### config.mk
export PLATFORM = sky130hd
export DESIGN_NAME = alu_exec_stage
export DESIGN_NICKNAME = d
export VERILOG_FILES = /design/src/rtl/alu_exec_stage.sv
export SDC_FILE = /design/constraint.sdc
export NUM_CORES = 1
export LEC_CHECK = 0
export BUFFER_PORTS_ARGS = -buffer_cell sky130_fd_sc_hd__buf_2
export CAP_MARGIN = 25
export CORE_ASPECT_RATIO = 1.5
export CORE_MARGIN = 5
export CORE_UTILIZATION = 50
export DETAILED_ROUTE_END_ITERATION = 8
export PLACE_DENSITY = 0.71
export SLEW_MARGIN = 5
export SYNTH_ARGS = -nofsm -noshare
export SYNTH_HDL_FRONTEND = slang
export SYNTH_SLANG_ARGS = --single-unit
### constraint.sdc
create_clock -name clk -period 4.13 [get_ports clk]
set_input_delay 0.413 -clock clk [delete_from_list [all_inputs] [get_ports clk]]
set_output_delay 0.413 -clock clk [all_outputs]
set_load 0.02 [all_outputs]
### src/rtl/alu_exec_stage.sv
// Execute-stage ALU with valid/ready handshakes and a two-entry (main + skid) output buffer.
// in_ready is registered, so it does not depend combinationally on out_ready.
module alu_exec_stage #(
    parameter int DATA_W = 32,
    parameter int TAG_W  = 5
) (
    input  logic              clk,
    input  logic              rst,
    input  logic              flush,
    input  logic              in_valid,
    output logic              in_ready,
    input  logic [3:0]        alu_ctrl,
    input  logic [DATA_W-1:0] op_a,
    input  logic [DATA_W-1:0] op_b,
    input  logic [TAG_W-1:0]  in_tag,
    output logic              out_valid,
    input  logic              out_ready,
    output logic [DATA_W-1:0] result,
    output logic              zero,
    output logic              ovf,
    output logic              illegal,
    output logic [TAG_W-1:0]  out_tag
);

    localparam logic [3:0] CTRL_AND    = 4'b0000;
    localparam logic [3:0] CTRL_OR     = 4'b0001;
    localparam logic [3:0] CTRL_ADD    = 4'b0010;
    localparam logic [3:0] CTRL_SUB    = 4'b0110;
    localparam logic [3:0] CTRL_DOUBLE = 4'b0100;

    typedef struct packed {
        logic [DATA_W-1:0] result;
        logic              zero;
        logic              ovf;
        logic              illegal;
        logic [TAG_W-1:0]  tag;
    } entry_t;

    typedef enum logic [1:0] {
        BUF_EMPTY = 2'd0,
        BUF_ONE   = 2'd1,
        BUF_TWO   = 2'd2
    } buf_state_t;

    buf_state_t  state_reg;
    entry_t      main_reg;
    entry_t      skid_reg;
    entry_t      alu_next;
    logic        in_ready_reg;
    logic        out_valid_reg;
    logic        accept;
    logic        pop;

    logic [DATA_W-1:0] sum;
    logic [DATA_W-1:0] diff;
    logic              sign_a;
    logic              sign_b;

    assign sum    = op_a + op_b;
    assign diff   = op_a - op_b;
    assign sign_a = op_a[DATA_W-1];
    assign sign_b = op_b[DATA_W-1];

    always_comb begin
        alu_next         = '0;
        alu_next.tag     = in_tag;
        case (alu_ctrl)
            CTRL_AND:    alu_next.result = op_a & op_b;
            CTRL_OR:     alu_next.result = op_a | op_b;
            CTRL_ADD: begin
                alu_next.result = sum;
                alu_next.ovf    = (sign_a == sign_b) && (sum[DATA_W-1] != sign_a);
            end
            CTRL_SUB: begin
                alu_next.result = diff;
                alu_next.ovf    = (sign_a != sign_b) && (diff[DATA_W-1] != sign_a);
            end
            CTRL_DOUBLE: alu_next.result = {op_a[DATA_W-2:0], 1'b0};
            default:     alu_next.illegal = 1'b1;
        endcase
        // Illegal codes still produce a zero result, so zero reads 1 for them too.
        alu_next.zero = (alu_next.result == '0);
    end

    assign accept = in_valid && in_ready_reg;
    assign pop    = out_valid_reg && out_ready;

    always_ff @(posedge clk) begin
        if (rst) begin
            state_reg     <= BUF_EMPTY;
            in_ready_reg  <= 1'b1;
            out_valid_reg <= 1'b0;
            main_reg      <= '0;
            skid_reg      <= '0;
        end else if (flush) begin
            // Any offered input is dropped; a pop this cycle is already consumed downstream.
            state_reg     <= BUF_EMPTY;
            in_ready_reg  <= 1'b1;
            out_valid_reg <= 1'b0;
            main_reg      <= '0;
            skid_reg      <= '0;
        end else begin
            case (state_reg)
                BUF_EMPTY: begin
                    if (accept) begin
                        main_reg      <= alu_next;
                        out_valid_reg <= 1'b1;
                        state_reg     <= BUF_ONE;
                    end
                end
                BUF_ONE: begin
                    if (accept && pop) begin
                        main_reg <= alu_next;
                    end else if (accept) begin
                        skid_reg     <= alu_next;
                        in_ready_reg <= 1'b0;
                        state_reg    <= BUF_TWO;
                    end else if (pop) begin
                        out_valid_reg <= 1'b0;
                        state_reg     <= BUF_EMPTY;
                    end
                end
                BUF_TWO: begin
                    if (pop) begin
                        main_reg     <= skid_reg;
                        in_ready_reg <= 1'b1;
                        state_reg    <= BUF_ONE;
                    end
                end
                default: begin
                    state_reg     <= BUF_EMPTY;
                    in_ready_reg  <= 1'b1;
                    out_valid_reg <= 1'b0;
                end
            endcase
        end
    end

    assign in_ready  = in_ready_reg;
    assign out_valid = out_valid_reg;
    assign result    = main_reg.result;
    assign zero      = main_reg.zero;
    assign ovf       = main_reg.ovf;
    assign illegal   = main_reg.illegal;
    assign out_tag   = main_reg.tag;

endmodule

==> impl_metrics.py <==
metrics = {
    "logic_synthesis": {
        "syn_avg_cell_area_um2": 7.02,
        "synth_edf_count": 0,
        "synthTopCellsByArea": "dfxtp_1 18%, ha_1 14%, a21oi_1 7.9%",
        "synth_top_area_share_pct": 18.5,
        "ys_types": 91,
        "ys_async_sr_fraction_pct": 0,
        "synth_seq_area_share_pct": 18.5,
        "syn_nets": 1477,
        "synth-seq-cells": 84,
        "synthCells": 1297,
        "synthFlopType": "dfxtp_1",
        "syn_area_mm2": 0.00910,
        "ys_warn_count": 0,
        "synth_top_cell_by_area": "dfxtp_1",
    },
    "route": {
        "vias": 10230,
        "routedWlPerCell_um": 20.0,
        "drtAntennaViolNets": 0,
        "viasPerCell": 6.33,
        "drc": 0,
        "first_pass_iters": 5,
        "drtIter0Drc": 782,
        "detail_route.wirelength_um": 32400,
    },
    "critical_path": {
        "crit_path_end_kind": "flip-flop",
        "cp_max_fo": 5,
        "critPathLaunchType": "primary input",
        "required_ps": 4410,
        "critPathKind": "primary input to flip-flop",
        "arrival_ps": 4040,
    },
    "timing": {
        "rsz0062_at_grt": "false",
        "min_period_ps": 3760,
        "tightest_slew_ps": 961,
        "finalCritPeriodShare_pct": 91.0,
        "finalHoldViolCount": 0,
        "report.final.slew_viol_count": 0,
        "setup_viol": 0,
        "fmaxAchievable_ghz": 0.266,
        "tns_ps": 0,
        "slew_headroom_pct": 35.9,
        "fin_skew_ps": 11.7,
    },
    "floorplanning": {
        "die-area_mm2": 0.0211,
        "io-pin-count": 120,
        "core_area_mm2": 0.0179,
        "dieHeight_um": 175,
        "die_w_um": 120,
        "num_rows": 60,
        "start_util_pct": 50.7,
    },
    "cells_and_area": {
        "antenna_cells": 0,
        "synthToLayoutAreaGrowth_pct": 14.2,
        "final_cell_count_no_fill": 1617,
        "largest_reg_flops": 40,
        "nNetsFinal": 1575,
        "drive_gt1_share_pct": 16.0,
    },
    "global_routing": {
        "grt_pass1_vias": 9788,
        "grt_max_degree": 61,
        "gr-total-overflow": 0,
        "grt_util_all_layers_pct": 29.6,
        "grt_pass1_wl_um": 50600,
        "antenna_found_initial": 0,
    },
    "place": {
        "placedCellCount": 1599,
        "place_hpwl_um": 25500,
        "numPortBuffers": 119,
        "place.gp.congestion": 1.04,
    },
    "clocking": {
        "path_clk_slew_ps": 60,
        "cts_buffers": 9,
        "cts_resized": 0,
        "clkSinkCount": 84,
        "cts_buffer_depth": 2,
        "cts_tree": "done",
        "htreeDepth": 3,
        "clk_latency_ps": 340,
        "root_buffer": "clkbuf_16",
        "postCtsHoldBufs": 0,
        "cts_setup_buffers": 0,
    },
    "hold_path": {
        "hold_path.class": "primary input to flip-flop",
    },
    "pwr": {
        "power.density_mw_per_mm2": 261,
        "ir_drop_mv": 0.183,
        "power.leakage_nw": 4.58,
    },
    "flow_run": {
        "drv_cap": 0,
    },
    "outcome": {
        "outcome": "finished, final reports clean",
    },
}
[cell usage after synthesis, types with 4 or more instances]
cell type	n
a2111oi_0	4
a211o_1	7
a211oi_1	49
a21boi_0	4
a21o_1	8
a21oi_1	143
a221o_1	6
a221oi_1	10
a22o_1	4
a22oi_1	18
a311oi_1	9
a31oi_1	8
a32oi_1	4
and2_1	7
and3_1	5
and4_1	5
buf_2	22
buf_4	4
clkbuf_1	64
dfxtp_1	84
ha_1	100
inv_1	97
mux2i_1	12
nand2_1	102
nand2b_1	12
nand3_1	23
nand4_1	11
nor2_1	188
nor2b_1	10
nor3_1	40
nor4_1	14
o211ai_1	20
o21a_1	6
o21ai_0	61
o21bai_1	12
o221ai_1	5
o22ai_1	8
o31a_1	7
o31ai_1	18
or3_1	5
xnor2_1	6
[layout make-up]
| class | instances | area (um^2) |
|---|---|---|
| fill | 1756 | 7550 |
| multi-input combinational | 1024 | 6720 |
| sequential | 84 | 1680 |
| timing repair buffer | 178 | 1060 |
| inverter | 98 | 368 |
| tap | 217 | 272 |
| clock buffer | 10 | 239 |
| clock inverter | 6 | 48.8 |
[layer usage]
metal	GRT usage, %	vias up	part of all wire, %
met3	3.13	121	5.7
li1	-	4907	-
met2	54.8	392	51
met4	14.5	0	5.6
met1	33.3	4810	38
met5	0	-	0
[through the flow]
| stage | power (mW) | setup WS (ps) | utilization [%] | hold slack [ps] | instance area (um^2) |
|---|---|---|---|---|---|
| floorplan | 1.56 | 675 | - | 436 | 9100 |
| global placement | 1.93 | 73.1 | 56.2 | 439 | 10100 |
| detailed placement | 1.93 | 57.9 | 56.2 | 441 | 10100 |
| CTS | 2.69 | 397 | 57.8 | 319 | 10400 |
| global route | 2.85 | 169 | 57.9 | 336 | 10400 |
| finish | 2.72 | 373 | 57.9 | 326 | 10400 |
[placed cells by master (no fill, tap or decap), drive strengths merged, types with 8 or more instances in the layout]
cell type	n
nor2	188
buf	178
a21oi	143
nand2	102
ha	100
inv	99
dfxtp	84
o21ai	63
a211oi	50
nor3	40
nand3	23
o211ai	20
o31ai	19
a22oi	18
nor4	15
o21bai	12
mux2i	12
nand2b	12
nand4	11
nor2b	11
a221oi	11
clkbuf	10
a311oi	9
a31oi	9
a21o	8
o22ai	8
[critical path: stages]
cell       delay (ps)
buf_2             100
ha_1              200
inv_1              80
fa_1              410
nand2b_1          190
a211o_1           330
nand2_1           210
a21oi_1           140
mux2i_1           130
or3_1             470
a2111oi_0         540
nor4bb_1          270
nand4_1           130
and4b_1           290
a31o_1            140
[cell families (layout without fill, tap and decap cells)]
group	count (synthesis)	after routing	share of synthesized area, %
fa+ha+maj	102	102	14.2
flops	84	84	18.5
xor+xnor	7	7	0.673
buf+inv	189	292	8.27
simple gates	444	444	22.7
compound gates	455	455	33.8
mux	16	16	1.94
[final timing paths]
kind | end | from | cells past startpoint | slack, ps
max | zero | op_a[0] | 15 | 370
min | skid_reg[2] | in_tag[2] | 3 | 330
max reg2reg | result[23] | out_valid | 6 | 1530
min reg2reg | result[23] | result[23] | 2 | 450
[where the power goes]
group / total [mW] / internal, mW / switching, mW
logic: 1.10 / 0.394 / 0.706
registers: 0.844 / 0.831 / 0.0124
clock network: 0.772 / 0.429 / 0.343
Note: power is estimated with default switching activity, not from simulation.
